==> src/rtl/game_sequencer_pkg.sv <==
// game_sequencer_pkg: FSM states, status encodings and width helpers for game_sequencer.
package game_sequencer_pkg;

   typedef enum logic [3:0] {
      S_IDLE, S_LOAD, S_PLAY, S_PAUSE, S_LVL_WIN, S_WORLD_WIN, S_GAME_WIN, S_DEAD, S_OVER
   } state_t;

   localparam logic [2:0] ST_PLAY      = 3'd0;
   localparam logic [2:0] ST_LVL_WIN   = 3'd1;
   localparam logic [2:0] ST_WORLD_WIN = 3'd2;
   localparam logic [2:0] ST_GAME_WIN  = 3'd3;
   localparam logic [2:0] ST_OVER      = 3'd4;
   localparam logic [2:0] ST_IDLE      = 3'd5;
   localparam logic [2:0] ST_PAUSED    = 3'd6;

   // Never returns 0 so single-value ranges still get a 1-bit register.
   function automatic int wof(input int n);
      return n < 2 ? 1 : $clog2(n);
   endfunction

   // LOAD and DEAD report play so the banner only shows on real wins and game over.
   function automatic logic [2:0] status_of(input state_t s);
      return s == S_IDLE      ? ST_IDLE      :
             s == S_PAUSE     ? ST_PAUSED    :
             s == S_LVL_WIN   ? ST_LVL_WIN   :
             s == S_WORLD_WIN ? ST_WORLD_WIN :
             s == S_GAME_WIN  ? ST_GAME_WIN  :
             s == S_OVER      ? ST_OVER      : ST_PLAY;
   endfunction

endpackage

==> src/rtl/game_sequencer_if.sv <==
// game_sequencer_if: control inputs and game-state outputs of game_sequencer.
interface game_sequencer_if #(
   parameter int LW = 2,
   parameter int WW = 1,
   parameter int NW = 2
);
   logic          tick;
   logic          start;
   logic          pause;
   logic          level_passed;
   logic          lose;
   logic [LW-1:0] level;
   logic [WW-1:0] world;
   logic [NW-1:0] lives;
   logic [2:0]    game_status;
   logic          objects_en;
   logic          load_level;

   modport master (
      output tick, start, pause, level_passed, lose,
      input  level, world, lives, game_status, objects_en, load_level
   );

   modport slave (
      input  tick, start, pause, level_passed, lose,
      output level, world, lives, game_status, objects_en, load_level
   );
endinterface

==> src/rtl/game_sequencer_banner_timer.sv <==
// banner_timer: loadable down-counter that decrements on tick and flags zero; never wraps.
module banner_timer
   import game_sequencer_pkg::*;
#(
   parameter int TICKS = 120
)(
   input  logic clk,
   input  logic rst,
   input  logic load_i,
   input  logic tick_i,
   output logic zero_o
);
   localparam int CW = wof(TICKS);

   logic [CW-1:0] cnt_q;

   always_ff @(posedge clk) begin
      if (!rst) cnt_q <= '0;
      else if (load_i) cnt_q <= CW'(TICKS - 1);
      else if (tick_i && cnt_q != '0) cnt_q <= cnt_q - CW'(1);
   end

   assign zero_o = cnt_q == '0;
endmodule

==> src/rtl/game_sequencer.sv <==
// game_sequencer: IDLE/LOAD/PLAY game-flow FSM over worlds x levels with lives, pause and timed banners.
// Define CONTINUE_EN to let a start edge shortly after game over resume the current world.
module game_sequencer
   import game_sequencer_pkg::*;
#(
   parameter int NUM_WORLDS       = 2,
   parameter int LEVELS_PER_WORLD = 4,
   parameter int START_LIVES      = 3,
   parameter int BANNER_TICKS     = 120
)(
   input logic             clk,
   input logic             rst,
   game_sequencer_if.slave bus
);
   localparam int LW = wof(LEVELS_PER_WORLD);
   localparam int WW = wof(NUM_WORLDS);
   localparam int NW = wof(START_LIVES + 1);
   localparam logic [LW-1:0] LVL_LAST   = LW'(LEVELS_PER_WORLD - 1);
   localparam logic [WW-1:0] WLD_LAST   = WW'(NUM_WORLDS - 1);
   localparam logic [NW-1:0] LIVES_INIT = NW'(START_LIVES);

   state_t        state_q;
   logic [LW-1:0] level_q;
   logic [WW-1:0] world_q;
   logic [NW-1:0] lives_q;
   logic [2:0]    status_q;
   logic          objects_en_q;
   logic          load_level_q;
   logic          start_q;
   logic          load;
   logic          timed;
   logic          zero;
   logic          fire;
   logic          cont;
   logic          start_rise;

   // Every banner (and game over) is entered from PLAY on an event pulse.
   assign load       = state_q == S_PLAY && (bus.level_passed || bus.lose);
   assign fire       = timed && bus.tick && zero;
   assign start_rise = bus.start && !start_q;

`ifdef CONTINUE_EN
   logic window_q;

   always_ff @(posedge clk) begin
      window_q <= !rst ? 1'b0 : load | (window_q & ~fire);
   end

   assign timed = state_q inside {S_LVL_WIN, S_WORLD_WIN, S_DEAD, S_OVER};
   assign cont  = state_q == S_OVER && window_q;
`else
   assign timed = state_q inside {S_LVL_WIN, S_WORLD_WIN, S_DEAD};
   assign cont  = 1'b0;
`endif

   banner_timer #(.TICKS(BANNER_TICKS)) u_timer (
      .clk    (clk),
      .rst    (rst),
      .load_i (load),
      .tick_i (timed && bus.tick),
      .zero_o (zero)
   );

   always_ff @(posedge clk) begin
      if (!rst) begin
         state_q      <= S_IDLE;
         level_q      <= '0;
         world_q      <= '0;
         lives_q      <= LIVES_INIT;
         status_q     <= ST_IDLE;
         objects_en_q <= 1'b0;
         load_level_q <= 1'b0;
         start_q      <= 1'b0;
      end else begin
         start_q      <= bus.start;
         status_q     <= status_of(state_q);
         objects_en_q <= state_q == S_PLAY;
         load_level_q <= state_q == S_LOAD;
         case (state_q)
            S_IDLE: if (bus.start) state_q <= S_LOAD;
            S_LOAD: state_q <= S_PLAY;
            S_PLAY: begin
               if (bus.level_passed)
                  state_q <= level_q < LVL_LAST ? S_LVL_WIN : world_q < WLD_LAST ? S_WORLD_WIN : S_GAME_WIN;
               else if (bus.lose) begin
                  state_q <= lives_q > NW'(1) ? S_DEAD : S_OVER;
                  lives_q <= lives_q - NW'(1);
               end else if (bus.pause) state_q <= S_PAUSE;
            end
            S_PAUSE: if (bus.pause) state_q <= S_PLAY;
            S_LVL_WIN: if (fire) begin
               level_q <= level_q + LW'(1);
               state_q <= S_LOAD;
            end
            S_WORLD_WIN: if (fire) begin
               level_q <= '0;
               world_q <= world_q + WW'(1);
               state_q <= S_LOAD;
            end
            S_DEAD: if (fire) state_q <= S_LOAD;
            S_GAME_WIN, S_OVER: if (start_rise) begin
               level_q <= '0;
               lives_q <= LIVES_INIT;
               world_q <= cont ? world_q : '0;
               state_q <= cont ? S_LOAD : S_IDLE;
            end
            default: state_q <= S_IDLE;
         endcase
      end
   end

   assign bus.level       = level_q;
   assign bus.world       = world_q;
   assign bus.lives       = lives_q;
   assign bus.game_status = status_q;
   assign bus.objects_en  = objects_en_q;
   assign bus.load_level  = load_level_q;
endmodule

==> src/flat_wrapper.sv <==
// flat-port wrapper written by rule: the top's interface ports become plain ports
module game_sequencer_flat import game_sequencer_pkg::*;
#(
   parameter int NUM_WORLDS       = 2,
   parameter int LEVELS_PER_WORLD = 4,
   parameter int START_LIVES      = 3,
   parameter int BANNER_TICKS     = 120
)
  (clk, rst, bus_tick, bus_start, bus_pause, bus_level_passed, bus_lose, bus_level, bus_world, bus_lives, bus_game_status, bus_objects_en, bus_load_level);
  game_sequencer_if #(.LW(2), .WW(1), .NW(2)) bus_i ();
  input logic clk;
  input logic rst;
  input wire logic [$bits(bus_i.tick)-1:0] bus_tick;
  input wire logic [$bits(bus_i.start)-1:0] bus_start;
  input wire logic [$bits(bus_i.pause)-1:0] bus_pause;
  input wire logic [$bits(bus_i.level_passed)-1:0] bus_level_passed;
  input wire logic [$bits(bus_i.lose)-1:0] bus_lose;
  output wire logic [$bits(bus_i.level)-1:0] bus_level;
  output wire logic [$bits(bus_i.world)-1:0] bus_world;
  output wire logic [$bits(bus_i.lives)-1:0] bus_lives;
  output wire logic [$bits(bus_i.game_status)-1:0] bus_game_status;
  output wire logic [$bits(bus_i.objects_en)-1:0] bus_objects_en;
  output wire logic [$bits(bus_i.load_level)-1:0] bus_load_level;
  assign bus_i.tick = bus_tick;
  assign bus_i.start = bus_start;
  assign bus_i.pause = bus_pause;
  assign bus_i.level_passed = bus_level_passed;
  assign bus_i.lose = bus_lose;
  assign bus_level = bus_i.level;
  assign bus_world = bus_i.world;
  assign bus_lives = bus_i.lives;
  assign bus_game_status = bus_i.game_status;
  assign bus_objects_en = bus_i.objects_en;
  assign bus_load_level = bus_i.load_level;
  game_sequencer #(.NUM_WORLDS(NUM_WORLDS), .LEVELS_PER_WORLD(LEVELS_PER_WORLD), .START_LIVES(START_LIVES), .BANNER_TICKS(BANNER_TICKS)) u_core (.clk(clk), .rst(rst), .bus(bus_i));
endmodule
==> config.mk <==
export PLATFORM = sky130hd
export DESIGN_NAME = game_sequencer_flat
export DESIGN_NICKNAME = d
export VERILOG_FILES = /design/src/rtl/game_sequencer_pkg.sv /design/src/rtl/game_sequencer_if.sv /design/src/rtl/game_sequencer_banner_timer.sv /design/src/rtl/game_sequencer.sv /design/src/flat_wrapper.sv
export SDC_FILE = /design/constraint.sdc
export NUM_CORES = 1
export LEC_CHECK = 0
export CAP_MARGIN = 40
export CORE_MARGIN = 5
export CORE_UTILIZATION = 50
export CTS_BUF_LIST = sky130_fd_sc_hd__clkbuf_2
export CTS_CLUSTER_DIAMETER = 120
export DETAILED_ROUTE_END_ITERATION = 6
export MAX_ROUTING_LAYER = met4
export PLACE_DENSITY = 0.77
export SLEW_MARGIN = 30
export SYNTH_ARGS = -nofsm -noshare
export SYNTH_HDL_FRONTEND = slang
export SYNTH_SLANG_ARGS = --single-unit
==> constraint.sdc <==
create_clock -name clk -period 1.7 [get_ports clk]
set_input_delay 0.17 -clock clk [delete_from_list [all_inputs] [get_ports clk]]
set_output_delay 0.17 -clock clk [all_outputs]
set_load 0.05 [all_outputs]
## Word-level counts from Yosys, hierarchy flattened

Cells that the tools add are included.

| operators by class | value |
|---|---|
| add/subtract/negate cells | 4 |
| $mul | 0 |
| div/mod/pow operators | 0 |
| magnitude comparators | 3 |
| equality and inequality tests | 17 |
| shift operators | 0 |
| multiplexer cells | 29 |
| bitwise logic cells | 1 |
| reduce and logical (&&, ||, !) cells | 24 |

Operator list:

| cell | number |
|---|---|
| 4-bit two-way mux | 9 |
| 4-bit case mux with 6 select lines | 1 |
| 4-bit by 3-bit == test with 1-bit output, second input constant | 4 |
| 2-bit two-way mux | 8 |
| 7-bit two-way mux | 2 |
| 3-bit two-way mux | 4 |
| 4-bit by 2-bit == test with 1-bit output, second input constant | 2 |
| 2-bit by 1-bit != test with 1-bit output, second input constant | 4 |
| 2-bit != test, second input constant | 4 |
| 4-bit AND reduction | 2 |
| 7-bit zero test | 1 |
| 7-bit nonzero test | 1 |
| 7-bit by 1-bit subtractor with 7-bit output, second input constant | 1 |
| 2-bit case mux with 3 select lines | 1 |
| 2-bit nonzero test | 3 |
| 3-bit nonzero test | 2 |
| 2-bit OR reduction | 3 |
| 3-bit OR reduction | 2 |
| 1-bit logical AND | 5 |
| 5-bit AND reduction | 1 |
| 4-bit by 1-bit == test with 1-bit output, second input constant | 1 |
| 4-bit == test, second input constant | 1 |
| 4-bit zero test | 1 |
| 4-bit != test, second input constant | 1 |
| other kinds (13) | 14 |

| word-level totals | value |
|---|---|
| bits in registers | 22 |
| bits in latches | 0 |
| RAM bits | 0 |
| bits in read-only memories | 0 |
| input bits | 7 |
| output and inout bits | 10 |
| word-level logic and storage cells | 89 |
| memories | 0 |

## Depth between registers and ports, before layout

Gate-level depths: netlist of the first run.

| depth | value |
|---|---|
| depth after elaboration | 6 |
| gate-level depth with buffers | 8 |
| mapped depth without buffers | 7 |

## Modules after synthesis

A second synthesis of the first run with hierarchy kept.

| unflattened totals | value |
|---|---|
| cell total of the unflattened synthesis | 148 |
| area total of the unflattened synthesis | 1283.7 um2 |

By module, submodules not included:

| module | times used | cells an instance | area an instance (um2) | seq. area each (um2) |
|---|---|---|---|---|
| game_sequencer | 1 | 102 | 859.6 | 300.3 |
| banner_timer | 1 | 46 | 424.2 | 140.1 |

## Worst setup path before layout of the first run

No wires, ideal clock.

| timing | value |
|---|---|
| path type | register -> register |
| start | register u_core.u_timer.cnt_q[0] |
| end | register u_core.u_timer.cnt_q[5] |
| library setup time | 137 ps |
| arrival time | 1667 ps |
| required time | 1563 ps |
| setup slack | -104 ps |
| cell stages (with the launch flop) | 9 |
| path buffers | 1 |
| clock period less this slack | 1804 ps |
| cells stage by stage | dfxtp_1 > inv_1 > ha_1 > nor2b_1 > a2111o_1 > buf_2 > nor4_2 > xnor2_1 > a21oi_1 |

| between the ends | value |
|---|---|
| longest elaborated chain between the ends | 3 |
| elaborated cells on any way between the ends | 6 |
| classes of those cells | add/sub: 1; mux: 2; reduce/logical: 3 |

RTL lines:

| element | line | RTL |
|---|---|---|
| start, declared | game_sequencer_banner_timer.sv:15 | `logic [CW-1:0] cnt_q;` |
| start signal, assigned | game_sequencer_banner_timer.sv:19 | `else if (load_i) cnt_q <= CW'(TICKS - 1);` |
| start signal, assigned | game_sequencer_banner_timer.sv:20 | `else if (tick_i && cnt_q != '0) cnt_q <= cnt_q - CW'(1);` |
| 7-bit by 1-bit subtractor with 7-bit output / 7-bit nonzero test (equally long branches) | game_sequencer_banner_timer.sv:20 |  |
| 7-bit two-way mux / 1-bit logical AND (equally long branches) | game_sequencer_banner_timer.sv:20 |  |
| 7-bit two-way mux / 2-bit nonzero test (equally long branches) | -- |  |

Several ways; a longest one is shown, not always the timed one. The select of a mux whose other input is x is not followed.
A chain may end at the register's enable or synchronous reset.

## Worst setup path in the final report of the first run

| timing | value |
|---|---|
| start | register u_core.state_q[1] |
| end | register u_core.u_timer.cnt_q[4] |

| between the ends | value |
|---|---|
| longest elaborated chain between the ends | 5 |
| elaborated cells on any way between the ends | 10 |
| classes of those cells | eq/ne: 4; mux: 1; reduce/logical: 5 |

RTL lines:

| element | line | RTL |
|---|---|---|
| start, declared | game_sequencer.sv:22 | `state_t state_q;` |
| start signal, assigned | game_sequencer.sv:84 | `state_q <= level_q < LVL_LAST ? S_LVL_WIN : world_q < WLD_LAST ? S_WORLD_WIN : S_GAME_WIN;` |
| start signal, assigned | game_sequencer.sv:86 | `state_q <= lives_q > NW'(1) ? S_DEAD : S_OVER;` |
| start signal, assigned | game_sequencer.sv:105 | `state_q <= cont ? S_LOAD : S_IDLE;` |
| 4-bit by 3-bit == test with 1-bit output | game_sequencer.sv:52 | `assign timed = state_q inside {S_LVL_WIN, S_WORLD_WIN, S_DEAD};` |
| 3-bit nonzero test | game_sequencer.sv:52 |  |
| 1-bit logical AND | game_sequencer.sv:60 | `.tick_i (timed && bus.tick),` |
| 1-bit logical AND | game_sequencer_banner_timer.sv:20 |  |
| 2-bit nonzero test (no source line) | -- |  |

Several ways; a longest one is shown, not always the timed one.

==> results of run 1 <==
-- power groups by stage --
stage	Combinational [µW]	Sequential [µW]	Clock, µW
final	1550	731	200
after detailed placement	1370	741	0
after global placement	1320	730	0
after global routing	1680	748	235
after CTS	1440	729	206
after floorplan	660	911	0
-- flip-flops by register name (all words and copies together) (netlist names), 2 cells and up --
signal,count
u_core.u_timer.cnt_q,7
u_core.bus.game_status,3
u_core.bus.level,2
u_core.state_q,4
u_core.bus.lives,2
-- how the worst min path moves through the flow --
stage                        startpoint                   to  slack, ps  cells after the start
finish              u_core.bus.level[1]  u_core.bus.level[1]        490                      2
global placement    u_core.bus.level[1]  u_core.bus.level[1]        460                      2
CTS                           bus_start       u_core.start_q        490                      3
floorplan                     bus_start       u_core.start_q        350                      2
detailed placement  u_core.bus.level[1]  u_core.bus.level[1]        480                      2
global route                  bus_start       u_core.start_q        490                      3
-- cells by family after synthesis --
group,after synthesis,share of synthesized area
fa+ha+maj,4,0.0418
simple gates,50,0.236
buf+inv,17,0.0606
xor+xnor,7,0.0512
compound gates,41,0.242
flops,22,0.368
-- area by class of cell --
type,count,share of cell area
Clock buffer,3,0.00897
Clock inverter,1,0.00224
Inverter,10,0.0239
Multi-Input combinational cell,102,0.446
Sequential cell,22,0.267
Tap cell,28,0.0209
Timing Repair Buffer,47,0.231
-- synth_stat cells, drive strengths merged (2+ instances only) --
cell type  number
a2111oi         2
a211oi          2
nor4            3
nor2           10
a21oi          14
or3             2
and2            2
nor3            3
o32ai           2
buf             6
nand2b          2
xnor2           6
nor2b           8
inv            10
o21ai           9
ha              4
and3            4
dfxtp          22
a31o            2
nand2          10
or3b            2
-- timing repair --
action / 4_1_cts / 5_1_grt
pin swaps: 1 / 7
hold buffers: 0 / 0
setup endpoints to repair: 9 / 16
cloned: 0 / 0
setup buffers: 4 / 0
gates resized for setup: 6 / 14
-- worst reg2reg max path, delay by kind of cell, from the launching register on --
family	cells	cell delay, ps
compound gates	2	590
xor+xnor	1	140
buf+inv	1	130
flops	1	370
simple gates	2	410
-- routing by layer --
layer | GRT usage | vias to the layer above | wire (µm)
li1 | - | 594 | -
met1 | 0.225 | 552 | 1300
met2 | 0.328 | 31 | 1530
met3 | 0.0329 | 12 | 138
met4 | 0.100 | 0 | 85
met5 | - | - | 0
-- per-stage QoR --
step | instances | TNS (ps) | util | hold WS [ps]
2_1_floorplan | 141 | -38.0 | - | 349
3_3_place_gp | 205 | -1.81 | 0.696 | 462
3_5_place_dp | 205 | -161 | 0.696 | 477
4_1_cts | 213 | -126 | 0.723 | 489
5_1_grt | 213 | -790 | 0.743 | 487
6_report | 213 | -143 | 0.743 | 492
==> impl_results.md, run 1 <==
* CP peak stage delay at 510 ps
* Crit path depth at 6
* Power consumption at around 2500 µW
* Post-Syn Instances at 141
* Final GP Congestion at 0.881
* CTS root buffer: clkbuf_2
* Site Rows at 17
* Post-synthesis async set-or-reset flop share at 0
* P_int at 1440 µW
* Reg2Reg Setup Slack at -50 ps
* Fillers at about 170
* Leak pwr at 0.000720 µW
* First-pass GRT wire length at approximately 5.1 mm
* Finish-stage setup viols at 7
* CP Capture Type: register
* Initial Utilization at 0.531
* Final min period at 1750 ps
* Data arrival time of the worst path at between 1500 and 2000 ps
* Synth-to-Final Area Change at 39.8%
* Cell area after synthesis at 1200 µm²
* YS warnings at 0
* Post-DR wirelength/cell at 14.3 µm
* Share of the synthesized area in the top cell type at 0.368
* Sequential share of power at 0.295
* Number of global-route vias before repair at 1,189
* Net Sw Frac at 0.421
* CTS tree: done
* Synthesized Nets at roughly 150
* Yosys cell types at between 40 and 50
* Die W at 58.9 µm
* Final period utilization at 1.03
* Max IR drop VDD at 965 µV
* Failing checks: setup timing
* Clock slew at reported path FFs at 200 ps
* Synth area leader: dfxtp_1
* Die area at 3470 µm²
* Dpl cell area at 1570 µm²
* CP Launch Type: register
* NetSw at 1040 µW
* Htree depth at 1
* CTS Buf Count at 3
* Most frequent cells in the layout: buf_4, dfxtp_1, a21oi_1
* Crit Path Class: register to register
* Core Area at 2250 µm²
* CP Launch Point: u_core.state_q[1]
* Bufs on Longest Clock Path at 2
* Reg-to-Reg End: u_core.u_timer.cnt_q[4]
* Max FO, Critical Path at 6
* Flip-flop and latch count after synthesis at 22
* Clock latency reported for the late side of the worst-skew pair at 310 ps
* Initial antenna violation count at 0
* Slowest cell on crit path: a2111o_1
* Fmax at 571 MHz
* CP required at 1900 ps
* Post-synth top flop: dfxtp_1
* EDFF count, synth at 0
* DRT iter0 DRCs at 17
* Synth Area per Inst at 8.49 µm²
* Nets@finish at 197
* GRT Util Overall at 0.197
* RSZ-0062 raised after global routing: true
* Pwr per Cell Area at approximately 1500 nW/µm²
* DP Wirelength at 2.32 mm
* Final Max Slew Viols at 0
* Combined area of the multi-input logic cells at 747 µm²
* Commonest non-fill, non-tap cell in the layout: buf_4
* Max-cap viol count at 0
* Sequential fraction of the synthesis area at 0.368
* Cell family with most CP delay: compound AO/OA/AOI/OAI gates
* DR vias/cell at 5.58
* Clock Skews at between 6 and 7 ps
* Setup WS pre-CTS at -54.7 ps
* Synth top area cells: dfxtp_1, a21oi_1, xnor2_1, ha_1, nor2b_1
* Outcome: complete, but fails checks
* Register area at 447 µm²
* Buffer and inverter count on the worst path at 1
* Layout cell share with drive strength beyond 1 at 0.335
* # IOs at 17
* Worst slew pin tran at 512 ps
* ANT nets after route at 0
* Routed Wire Length at 3.06 mm
* Via count at 1,189
* Die height at 58.9 µm
* Cells on worst reg2reg path at 6
* Max_slew headroom at 0.658
* Worst setup margin at -52.0 ps
* R2R Path Start: u_core.state_q[1]
* Worst hold path class: register to register
* Crit-path cells: buf_4, nor2b_1, a2111o_1, nor4_4, xnor2_1, a21oi_1
* Clock Sinks at 22
* Drt drc at 0
* Clock power share at 0.081
* Antenna Cells at 0
* Comb pwr share at 0.624
* Largest net degree at the start of global routing at 17
* PortBufs at 16
* Final Hold Viols at 0
* Overflow after GRT at 0
* DR pass1 iterations at 4
* Worst Setup EP: u_core.u_timer.cnt_q[4]
* Final instance area at 1670 µm²
No activity file was read; power rests on OpenSTA's default activity.
==> run 2, diff against run 1 <==
CORE_ASPECT_RATIO = 0.9   (was default)
SKIP_CTS_REPAIR_TIMING = 1   (was default)
==> run 2 against run 1 <==
The flow still finishes with violations (setup timing). Critical path depth up 1. Register-to-register slack worse by 40 ps. Sequential cell count unchanged. Critical path type unchanged.
==> impl_results.md, run 2 (synthesized netlist as in run 1, its figures left out) <==
* Outcome: complete, but fails checks
* Failing checks: setup timing
* Crit Path Class: register to register
* Max reg flops at 7
* CP peak stage delay at 490 ps
* Max_slew headroom at 0.656
* Data arrival time of the worst path at 2000 ps
* Via count at 1,196
* Final Max Slew Viols at 0
* Antenna Cells at 0
* Final GP Congestion at a little under 0.9
* Most frequent cells in the layout: buf_4, dfxtp_1, a21oi_1, nand2_1, clkdlybuf4s50_1
* Worst hold path class: primary input to register
* ANT nets after route at 0
* Final Hold Viols at 0
* Drt drc at 0
* DRT iter0 DRCs at 32
* Fin Setup TNS at -325 ps
* CP Capture Type: register
* Post-DR wirelength/cell at 14.6 µm
* CTS tree: done
* Commonest non-fill, non-tap cell in the layout: buf_4
* Finish-stage setup viols at 5
* DP Wirelength at 2.39 mm
* Final instance area at 1630 µm²
* Clock Skews at ~24 ps
* GRT Util Overall at 0.188
* Clock latency reported for the late side of the worst-skew pair at 340 ps
* Die W at 61.6 µm
* First-pass GRT wire length at 5.00 mm
* Site Rows at 16
* Layout cell share with drive strength beyond 1 at 0.297
* Slowest cell on crit path: a2111o_1
* Bufs on Longest Clock Path at 2
* Max-cap viol count at 0
* DR pass1 iterations at 4
* PortBufs at 16
* Final Util at 0.726
* Synth-to-Final Area Change at 35.9%
* Final period utilization at 1.05
* Largest net degree at the start of global routing at 15
* CTS Buf Count at 3
* Pwr per Cell Area at 1450 nW/µm²
* CP required at 1910 ps
* # IOs at 17
* RSZ-0062 raised after global routing: true
* Dpl cell area at 1560 µm²
* Htree depth at 1
* Worst slew pin tran at 514 ps
* CP Launch Type: register
* Routed Wire Length at 3.05 mm
* Initial Utilization at 0.534
* Max FO, Critical Path at 7
* Hold slack at between 400 and 500 ps
* Max IR drop VDD at 985 µV
* Final min period at 1790 ps
* Clock slew at reported path FFs at around 210 ps
* Initial antenna violation count at 0
* Nets@finish at just under 200
* Fmax at 559 MHz
* DR vias/cell at between 5 and 6
* Top reg by flops: u_core.u_timer.cnt_q
* Clock Sinks at 22
* Worst setup margin at -87.9 ps
* CTS root buffer: clkbuf_2
* Die height at 56.4 µm
* Core Area at 2240 µm²
* Die area at 3470 µm²
* Leak pwr at 0.000698 µW
* Number of global-route vias before repair at 1,168
* Overflow after GRT at 0
* Crit-path cells: inv_2, ha_4, nor2b_4, a2111o_1, nor4_4, xnor2_1, a21oi_1
==> run 2: where the power goes <==
group          internal, µW  switching, µW  leakage [µW]
clock                  51.1            156     0.0000140
sequential              653           75.8      0.000182
combinational           647            781      0.000502
==> run 2: area by class of cell <==
class / count / area [µm²]
clock buffer: 3 / 15.0
clock inverter: 1 / 3.75
fill: 172 / 614
inverter: 10 / 37.5
multi-input combinational: 102 / 722
sequential: 22 / 447
tap: 27 / 33.8
timing repair buffer: 44 / 369
==> run 2: routing by layer <==
layer  vias to the layer above  GRT usage  wire, µm
met4                         0     0.0606        40
met2                        46      0.308      1560
li1                        585          -         -
met1                       559      0.225      1260
met3                         6     0.0413       198
met5                         -          -         0
==> run 2: per-stage QoR <==
stage	std cells	power, µW	setup WS (ps)
finish	209	2360	-87.9
global route	209	2510	-158
CTS	207	2320	-149
detailed placement	203	2110	-99.0
global placement	203	2040	-45.2
floorplan	141	1570	-38.0
==> run 2: final timing paths <==
path / from / to / slack, ps / cells after the start
setup / recovery: u_core.u_timer.cnt_q[1] / u_core.u_timer.cnt_q[4] / -90 / 7
hold / removal: bus_start / u_core.start_q / 460 / 3
setup reg to reg: u_core.u_timer.cnt_q[1] / u_core.u_timer.cnt_q[4] / -90 / 7
hold reg to reg: u_core.bus.level[1] / u_core.bus.level[1] / 490 / 2
==> run 2: worst max-delay path, delay by kind of cell, from the launching register on <==
| family | cells | cell delay [ps] |
|---|---|---|
| AOI/OAI and AO/OA | 2 | 570 |
| DFF | 1 | 380 |
| and+or+nand+nor | 2 | 380 |
| xor gates and xnor gates | 1 | 150 |
| adders and majority gates | 1 | 140 |
| buffers and inverters | 1 | 50 |
==> run 3, diff against run 2 <==
SETUP_SLACK_MARGIN = 0.02   (was default)
==> run 3 against run 2 <==
The flow still finishes with violations (setup timing). Register-to-register slack about the same. Cell area up 5.6%. Wire length up 13%. Sequential cell count unchanged. Core utilization rose by 4.1 points. First-iteration DRC count grew to 2.8 times the previous value. Maximum frequency is essentially flat. Via count rose by 6.9%. Global-route usage increased by 1.2 points. Largest cell class unchanged. Largest power group unchanged.
==> impl_results.md, run 3 (synthesized netlist as in run 1, its figures left out) <==
* Crit-path cells: buf_4, nand3b_1, a2111oi_4, a31oi_2, or3_1, a21oi_2
* RSZ-0062 raised after global routing: true
* # IOs at 17
* Bufs on Longest Clock Path at 2
* DP Wirelength at 2.28 mm
* Dpl cell area at between 1500 and 2000 µm²
* Final Non-Filler Cells at 212
* Layout cell share with drive strength beyond 1 at 0.346
* CP Capture Type: register
* Pwr per Cell Area at 1550 nW/µm²
* CP required at 2020 ps
* Fillers at 163
* Site Rows at 16
* Placed cells at a little over 200
* DR vias/cell at 6.03
* Nets@finish at 197
* Final period utilization at 1.05
* Commonest non-fill, non-tap cell in the layout: buf_4
* Number of global-route vias before repair at approximately 1,200
* CTS Buf Count at 3
* Setup WS pre-CTS at -47.5 ps
* Drt drc at 0
* Htree depth at 1
* Worst setup margin at -88.7 ps
* DR pass1 iterations at 4
* Register area at around 450 µm²
* Most frequent cells in the layout: buf_4, dfxtp_1, a21oi_1, nand2_1, nor2_1
* PortBufs at 16
* CP Launch Type: register
* Die area at 3470 µm²
* Data arrival time of the worst path at 2100 ps
* Die W at 61.6 µm
* Final Util at 0.767
* Final Hold Viols at 0
* Overflow after GRT at 0
* Final instance area at 1720 µm²
* Outcome: complete, but fails checks
* Top reg by flops: u_core.u_timer.cnt_q
* Routed Wire Length at about 3.4 mm
* Slowest cell on crit path: a2111oi_4
* CP peak stage delay at 430 ps
* Largest net degree at the start of global routing at 14
* Clock Skews at 4.87 ps
* Final Max Slew Viols at 0
* Failing checks: setup timing
* Die height at approximately 56 µm
* Core Area at 2240 µm²
* Buffer and inverter count on the worst path at 1
* Max_slew headroom at 0.661
* First-pass GRT wire length at 5.24 mm
* Via count at 1,278
* DRT iter0 DRCs at 88
* ANT nets after route at 0
* Clock latency reported for the late side of the worst-skew pair at between 300 and 400 ps
* Final GP Congestion at around 0.95
* CTS tree: done
* Initial Utilization at 0.534
* Finish-stage setup viols at 8
* Clock Sinks at 22
* Reg2Reg Setup Slack at -90 ps
* Antenna Cells at 0
* Final min period at about 1800 ps
* Max FO, Critical Path at 6
* Combined area of the multi-input logic cells at approximately 760 µm²
* Power consumption at 2670 µW
* Crit Path Class: register to register
* Initial antenna violation count at 0
* Clock slew at reported path FFs at 230 ps
* Leak pwr at 0.000793 µW
* Max-cap viol count at 0
* CTS root buffer: clkbuf_2
* Worst hold path class: register to register
* Max IR drop VDD at 1100 µV
* Fmax at 559 MHz
* Synth-to-Final Area Change at 43.6%
* Post-DR wirelength/cell at about 16 µm
* Cell family with most CP delay: compound AO/OA/AOI/OAI gates
* GRT Util Overall at 0.200
* Worst slew pin tran at 508 ps
* Max reg flops at 7
## run 3: worst paths after layout
path | endpoint | from | cells after the start
max reg2reg | u_core.bus.level[0] | u_core.state_q[3] | 6
min reg2reg | u_core.bus.level[1] | u_core.bus.level[1] | 2
max | u_core.bus.level[0] | u_core.state_q[3] | 6
min | u_core.bus.level[1] | u_core.bus.level[1] | 2
## run 3: per-layer routing
| layer | share of wire | up-vias | GRT usage | routed length (µm) |
|---|---|---|---|---|
| met4 | 0.036 | 0 | 0.0636 | 124 |
| met2 | 0.49 | 70 | 0.314 | 1680 |
| met1 | 0.40 | 603 | 0.247 | 1370 |
| met3 | 0.077 | 17 | 0.0505 | 265 |
| met5 | 0 | - | - | 0 |
| li1 | - | 588 | - | - |
## run 3: area by class of cell
class / count / share of cell area
clock inverter: 1 / 0.0175
sequential: 22 / 0.259
inverter: 10 / 0.0218
clock buffer: 3 / 0.00873
tap: 27 / 0.0197
timing repair buffer: 47 / 0.234
multi-input combinational: 102 / 0.440
## run 3: tightest hold or removal path, cell delays in order, from the launching register on
cell and delay, ps:
dfxtp_1 370, nand2_1 50, a21oi_1 50
## run 3: where the power goes
group          switching (µW)  internal (µW)  total, µW
sequential               89.5            650        740
combinational             815            728       1540
clock                     184            203        387
total                    1090           1580       2670
## run 3: per-stage QoR
stage | setup TNS, ps | hold WS (ps)
4_1_cts | -471 | 493
5_1_grt | -821 | 501
3_3_place_gp | 0 | 465
6_report | -348 | 490
3_5_place_dp | -130 | 468
2_1_floorplan | -38.0 | 349
